$ cat src/rtl/regfile_bist.sv
// regfile_bist: self-test initiator that writes a pattern to all 32 RegisterFile entries
// and reads them back through both ports, reporting error count and first failing register.
module regfile_bist #(
    parameter logic [31:0] SEED   = 32'hA5C30F00,
    parameter int          PASSES = 2
) (
    input  logic        Clk,
    input  logic        Rst_n,
    input  logic        Start,
    input  logic [31:0] BusA,
    input  logic [31:0] BusB,
    output logic [4:0]  RA,
    output logic [4:0]  RB,
    output logic [4:0]  RW,
    output logic [31:0] BusW,
    output logic        RegWr,
    output logic        Busy,
    output logic        Done,
    output logic        Pass,
    output logic [5:0]  ErrCount,
    output logic [4:0]  FirstErrReg
);
    typedef enum logic [2:0] {IDLE, WRITE, RD_SET, RD_CHK, DONE} state_t;
    localparam logic [1:0] LAST_PASS = 2'(PASSES - 1);
    state_t      state;
    logic [4:0]  idx, idxB;
    logic [1:0]  passIdx;
    logic        missA, missB;
    logic [6:0]  errSum;
    function automatic logic [31:0] expVal(input logic [1:0] p, input logic [4:0] i);
        return (i == 5'd0) ? 32'd0 : (SEED ^ {27'b0, i}) ^ {32{p[0]}};
    endfunction
    // $0 gets all-ones so a register file that fails to discard it is caught
    function automatic logic [31:0] wrVal(input logic [1:0] p, input logic [4:0] i);
        return (i == 5'd0) ? 32'hFFFFFFFF : expVal(p, i);
    endfunction
    always_comb begin
        idxB   = idx + 5'd1;
        missA  = BusA != expVal(passIdx, idx);
        missB  = BusB != expVal(passIdx, idxB);
        errSum = {1'b0, ErrCount} + {6'b0, missA} + {6'b0, missB};
    end
    always_ff @(posedge Clk) begin
        if (!Rst_n) begin
            state       <= IDLE;
            idx         <= 5'd0;
            passIdx     <= 2'd0;
            RA          <= 5'd0;
            RB          <= 5'd0;
            RW          <= 5'd0;
            BusW        <= 32'd0;
            RegWr       <= 1'b0;
            Busy        <= 1'b0;
            Done        <= 1'b0;
            Pass        <= 1'b0;
            ErrCount    <= 6'd0;
            FirstErrReg <= 5'd0;
        end else begin
            case (state)
                IDLE, DONE: begin
                    if (Start) begin
                        ErrCount    <= 6'd0;
                        FirstErrReg <= 5'd0;
                        Done        <= 1'b0;
                        Pass        <= 1'b0;
                        Busy        <= 1'b1;
                        passIdx     <= 2'd0;
                        idx         <= 5'd0;
                        RegWr       <= 1'b1;
                        RW          <= 5'd0;
                        BusW        <= wrVal(2'd0, 5'd0);
                        state       <= WRITE;
                    end else if (state == DONE) begin
                        Busy <= 1'b0;
                        Done <= 1'b1;
                        Pass <= ErrCount == 6'd0;
                    end
                end
                WRITE: begin
                    if (idx == 5'd31) begin
                        RegWr <= 1'b0;
                        RW    <= 5'd0;
                        BusW  <= 32'd0;
                        idx   <= 5'd0;
                        state <= RD_SET;
                    end else begin
                        idx  <= idxB;
                        RW   <= idxB;
                        BusW <= wrVal(passIdx, idxB);
                    end
                end
                RD_SET: begin
                    RA    <= idx;
                    RB    <= idxB;
                    state <= RD_CHK;
                end
                RD_CHK: begin
                    ErrCount <= (errSum > 7'd63) ? 6'd63 : errSum[5:0];
                    // A zero count means no mismatch yet, so this is the first one
                    if ((missA || missB) && ErrCount == 6'd0)
                        FirstErrReg <= missA ? idx : idxB;
                    if (idx < 5'd30) begin
                        idx   <= idx + 5'd2;
                        state <= RD_SET;
                    end else if (passIdx != LAST_PASS) begin
                        passIdx <= passIdx + 2'd1;
                        idx     <= 5'd0;
                        RegWr   <= 1'b1;
                        RW      <= 5'd0;
                        BusW    <= wrVal(passIdx + 2'd1, 5'd0);
                        state   <= WRITE;
                    end else begin
                        state <= DONE;
                    end
                end
                default: state <= IDLE;
            endcase
        end
    end
endmodule

$ cat config.mk
export PLATFORM = sky130hd
export DESIGN_NAME = regfile_bist
export DESIGN_NICKNAME = d
export VERILOG_FILES = /design/src/rtl/regfile_bist.sv
export SDC_FILE = /design/constraint.sdc
export NUM_CORES = 1
export LEC_CHECK = 0
export ABC_AREA = 1
export BUFFER_PORTS_ARGS = -buffer_cell sky130_fd_sc_hd__buf_2
export CAP_MARGIN = 20
export CORE_UTILIZATION = 31
export CTS_BUF_LIST = sky130_fd_sc_hd__clkbuf_4
export CTS_CLUSTER_DIAMETER = 30
export DETAILED_ROUTE_END_ITERATION = 6
export GPL_ROUTABILITY_DRIVEN = 0
export GPL_TIMING_DRIVEN = 0
export HOLD_SLACK_MARGIN = 0.02
export PLACE_DENSITY_LB_ADDON = 0.12
export SYNTH_ARGS = -nofsm -noshare
export SYNTH_HDL_FRONTEND = slang
export SYNTH_SLANG_ARGS = --single-unit
$ cat constraint.sdc
create_clock -name Clk -period 4.4 [get_ports Clk]
set_input_delay 0.44 -clock Clk [delete_from_list [all_inputs] [get_ports Clk]]
set_output_delay 0.44 -clock Clk [all_outputs]
set_load 0.02 [all_outputs]
== Word level (Yosys, flattened, before mapping) ==
Cells that the tools add are included.

* Output and inout bits: 62
* Logic and storage cells: 95
* Bits in registers: 72

* Equality and inequality tests: 14
* Muxes and demuxes: 41
* Bitwise logic cells: 2
* Reduce and logical (&&, ||, !) cells: 18
* Magnitude comparators: 2
* Add/subtract/negate cells: 5

{| class="wikitable"
|+ Operators by type and width
! kind !! count
|-
| 2-to-1 mux 32 bit || 7
|-
| one-hot mux 32 bit (3 select lines) || 1
|-
| != test 32 bit || 2
|-
| XOR 32 bit || 2
|-
| 2-to-1 mux 5 bit || 7
|-
| one-hot mux 5 bit (3 select lines) || 2
|-
| 2-to-1 mux 3 bit || 4
|-
| 2-to-1 mux 6 bit || 2
|-
| one-hot mux 3 bit (4 select lines) || 1
|-
| one-hot mux 6 bit (2 select lines) || 1
|-
| logical NOT 5 bit || 2
|-
| 2-to-1 mux 1 bit || 10
|-
| != test 2 bit, second input constant || 5
|-
| one-hot mux 5 bit (2 select lines) || 1
|-
| AND reduction 4 bit || 2
|-
| adder 6 x 1 -> 7 bit || 1
|-
| adder 7 x 1 -> 7 bit || 1
|-
| greater-than comparator 7 x 6 -> 1 bit, second input constant || 1
|-
| equality test 3 x 2 -> 1 bit, second input constant || 2
|-
| logical NOT 6 bit || 1
|-
| 2-to-1 mux 2 bit || 3
|-
| AND reduction 2 bit || 3
|-
| AND reduction 3 bit || 2
|-
| adder 5 x 1 -> 5 bit, second input constant || 1
|-
| other kinds (17) || 18
|}

== Longest topological paths before layout ==
* Word-level depth: 8
* Gate-level depth with buffers: 28
* Gate-level depth less buffers: 28

== Worst setup path after synthesis ==
OpenSTA, ideal clock, no wires.

* Path kind: reg-to-reg
* Start: register idx[1]
* End: register ErrCount[3]
* Setup time: 0.132 ns
* Buffers on the path: 0
* Cell stages (with the launch flop): 27
* Data arrival time: 3.030 ns
* Setup slack: 1.238 ns
* Cell sequence: dfxtp_1 ha_1 nand2_1 nor2_1 ha_1 inv_1 nand2_1 nor2_4 nand2_4 nand2_1 nand3_1 o21ai_1 nand2_1 nor4_1 fa_1 inv_1 ha_1 nand2_1 inv_1 nand2_1 nor2_1 inv_1 nor2_1 inv_1 nand2_1 nand2_1 a21oi_1

* Cells in the longest elaborated chain, start to end: 8

{| class="wikitable"
|+ RTL lines
! what !! line !! source
|-
| start: declaration || 26 || <nowiki>logic [4:0] idx, idxB;</nowiki>
|-
| start signal: assignment || 87 || <nowiki>idx <= idxB;</nowiki>
|-
| start signal: assignment || 103 || <nowiki>idx <= idx + 5'd2;</nowiki>
|-
| adder 5 x 1 -> 5 bit (*) || 38 || <nowiki>idxB = idx + 5'd1;</nowiki>
|-
| named net idxB[4] || 26 ||
|-
| logical NOT 5 bit or XOR 32 bit (tied branches) || 31 || <nowiki>return (i == 5'd0) ? 32'd0 : (SEED ^ {27'b0, i}) ^ {32{p[0]}};</nowiki>
|-
| 2-to-1 mux 32 bit (*) || 31 ||
|-
| != test 32 bit (*) || 40 || <nowiki>missB = BusB != expVal(passIdx, idxB);</nowiki>
|-
| adder 7 x 1 -> 7 bit (*) || 41 || <nowiki>errSum = {1'b0, ErrCount} + {6'b0, missA} + {6'b0, missB};</nowiki>
|-
| greater-than comparator 7 x 6 -> 1 bit || 98 || <nowiki>ErrCount <= (errSum > 7'd63) ? 6'd63 : errSum[5:0];</nowiki>
|-
| 2-to-1 mux 6 bit (*) || 98 ||
|-
| one-hot mux 6 bit (2 select lines) (*) || 59 || <nowiki>case (state)</nowiki>
|-
| end signal: assignment || 98 ||
|-
| end: declaration || 20 || <nowiki>output logic [5:0] ErrCount,</nowiki>
|}

The timed path passes the listed nets; every way through them passes the cells marked *.
A chain may end at the register's enable or synchronous reset.

== Worst setup path after layout ==
Same ends and word-level chain as after synthesis.

==> flow_summary.ini <==
[finish]
final_area_mm2 = 0.004165
instances_no_fill = 777
ff_latch_area_um2 = 940.9
drive_gt1_frac = 0.3011
multi_input_area_mm2 = 0.001832
fillers = 1132
diodes = 0
final_nets = 716
syn2layout_area_growth_pct = 27.26

[yosys]
syn_avg_cell_area_um2 = 6.469
synth_top_area_share = 0.2875
async_reset_ff_frac = 0
syn_nets = 581
synthDistinctLibCells = 38
synthTopCellsByCount = nand2_1, nor2_1, inv_1, dfxtp_1, a21oi_1
synth.yosys.warnings = 0
seq_area_frac_synth = 0.2875
synth_top_area_cell = dfxtp_1
synth_area_leaders = dfxtp_1, nand2_1, nor2_1, inv_1, a21oi_1
synth_edf_count = 0
synth_area_mm2 = 0.003273
ys_seq_elements = 47
synth-main-ff-cell = dfxtp_1
synthCells = 506
yosysMostFrequentCell = nand2_1

[clock_tree]
clk_latency_ns = 0.36
cts-buffers-inserted = 5
cts_buffer_depth = 2
clock-sinks = 47
cts_resized = 0
root_buffer = clkbuf_4
ctsHoldBuffers = 0
cts_setup_buffers = 0
cts_tree = built
cts.htree.levels = 2
clk_transition_reported_paths_ns = 0.13

[sta]
worst_pin_slew_ns = 0.6081
slew_headroom = 0.5931
clock_skew_ns = 0.01006
grt_setup_unrepaired = false
max_freq_ghz = 0.2619
setup_viol = 0
final_max_slew_viol_count = 0
hold_viol = 0
setup_slack_ns = 0.5811
holdWs_ns = 0.3681
tns_ns = 0
period_needed_ns = 3.819
fin_crit_sh = 0.8679

[floorplanning]
fp-row-count = 37
die_w_um = 104.8
initial_utilization = 0.3185
io-pin-count = 129
fp.dieArea_mm2 = 0.01097
die_y_um = 104.8
core_area_mm2 = 0.01028

[power_and_ir_drop]
switching_power_mw = 0.8219
powerDensity_mw_per_mm2 = 444.5
max-vdd-ir-drop_v = 0.0002156
p_leak_nw = 2.143
p_int_mw = 1.029
pwr-share-clk = 0.140
p_sw_frac = 0.4439
pwr-share-comb = 0.540
seqPwrFrac = 0.320

[global_route]
grt_overflow = 0
gr-usage-all-layers = 0.1722
grt_max_degree = 17
antenna_found_initial = 0
grt_pass1_vias = 3251
grt_pass1_wl_um = 15410

[route]
drt-total-wl_um = 9438
vias = 3543
drtPass1Iterations = 6
viasPerCell = 4.560
ant_nets = 0
avgRoutedWirePerCell_um = 12.15
drc = 0
dr.first_iter.drc_count = 169

[place]
io_buffers = 128
post-place-ws_ns = 0.4086
dpl_cell_area_mm2 = 0.004084
hpwl_um = 7487
place_inst = 770

[worst_setup_path]
start_kind = flop
cp_max_fo = 9
worstSetupEndpointType = flop
path_class = flop to flop
r2r_cells = 26
r2r-start = idx[1]
worstPathArrival_ns = 4.05
cp.required_ns = 4.63
critical_path.startpoint = idx[1]

[status]
status = completed

[job]
drv_cap = 0

[hold_path]
hold_depth = 3
worstHoldStart = Rst_n
hp-class = input port to flop
[state kept, by name, summed over array words and instances, names as in the netlist]
name / cells
FirstErrReg: 5
Pass: 1
Done: 1
BusW: 7
ErrCount: 6
state: 3
Busy: 1
RW: 5
idx: 5
passIdx: 2
RegWr: 1
RB: 5
RA: 5
[final timing paths]
kind	slack, ns	endpoint
setup reg to reg	0.58	ErrCount[3]
hold / removal	0.37	passIdx[0]
setup / recovery	0.58	ErrCount[3]
hold reg to reg	0.47	RW[2]
[cell usage in the layout (no fill, tap or decap), types with 7 or more instances in the layout]
master	count
ha_1	7
nand3_1	23
nor2_1	66
nand4_1	8
buf_2	129
nand2_1	122
xor2_1	11
nand2_2	7
inv_1	59
a21oi_1	41
dfxtp_1	47
o21ai_0	24
buf_4	27
[critical path, cell delays in order, from the launching register on]
cell and delay, ns:
dfxtp_1 0.50, ha_1 0.26, nand2_1 0.09, nor2_1 0.11, ha_1 0.26, inv_1 0.14, nand2_1 0.11, nor2_4 0.14
nand2_4 0.10, nand2_1 0.16, nand3_1 0.09, o21ai_1 0.09, nand2_1 0.09, nor4_2 0.44, fa_1 0.25, inv_1 0.05
ha_1 0.18, nand2_1 0.06, inv_1 0.05, nand2_1 0.07, nor2_1 0.04, inv_1 0.08, nor2_1 0.07, inv_1 0.09
nand2_1 0.05, nand2_1 0.05, a21oi_1 0.06
[cell families (layout without fill, tap and decap cells)]
| family | count (synthesis) | in the layout | synth area share |
|---|---|---|---|
| AND/OR/NAND/NOR | 255 | 255 | 0.3498 |
| AO/OA/AOI/OAI | 82 | 82 | 0.1403 |
| adder cells (fa/ha/maj) | 8 | 8 | 0.03287 |
| flip-flops | 47 | 47 | 0.2875 |
| buffers and inverters | 101 | 236 | 0.1548 |
| XOR/XNOR | 13 | 13 | 0.03479 |
[power groups by stage]
stage / registers, mW / clock network (mW) / logic, mW
floorplan: 0.676 / 0 / 0.614
CTS: 0.595 / 0.272 / 1.00
global placement: 0.599 / 0 / 0.994
finish: 0.593 / 0.260 / 0.999
global route: 0.607 / 0.291 / 1.09
detailed placement: 0.604 / 0 / 1.00
[cell type report]
| class | instances | area share |
|---|---|---|
| buffer | 37 | 0.06338 |
| clock buffer | 6 | 0.01081 |
| clock inverter | 1 | 0.007209 |
| inverter | 64 | 0.05828 |
| multi-input combinational | 358 | 0.4398 |
| sequential | 47 | 0.2259 |
| tap | 136 | 0.04085 |
| timing repair buffer | 128 | 0.1538 |
[per-layer routing]
| layer | vias up | share of wire | track usage |
|---|---|---|---|
| met3 | 12 | 0.067 | 0.02994 |
| met2 | 121 | 0.44 | 0.2848 |
| met4 | 0 | 0.017 | 0.04427 |
| met1 | 1536 | 0.48 | 0.2308 |
| li1 | 1874 | - | - |
| met5 | - | 0 | 0 |
[per-stage QoR]
stage	total power, mW	utilization
after floorplan	1.291	-
after global placement	1.594	0.3974
after detailed placement	1.604	0.3974
after CTS	1.870	0.4047
after global routing	1.986	0.4053
final	1.851	0.4053
Power figures use the tool's default switching activity.
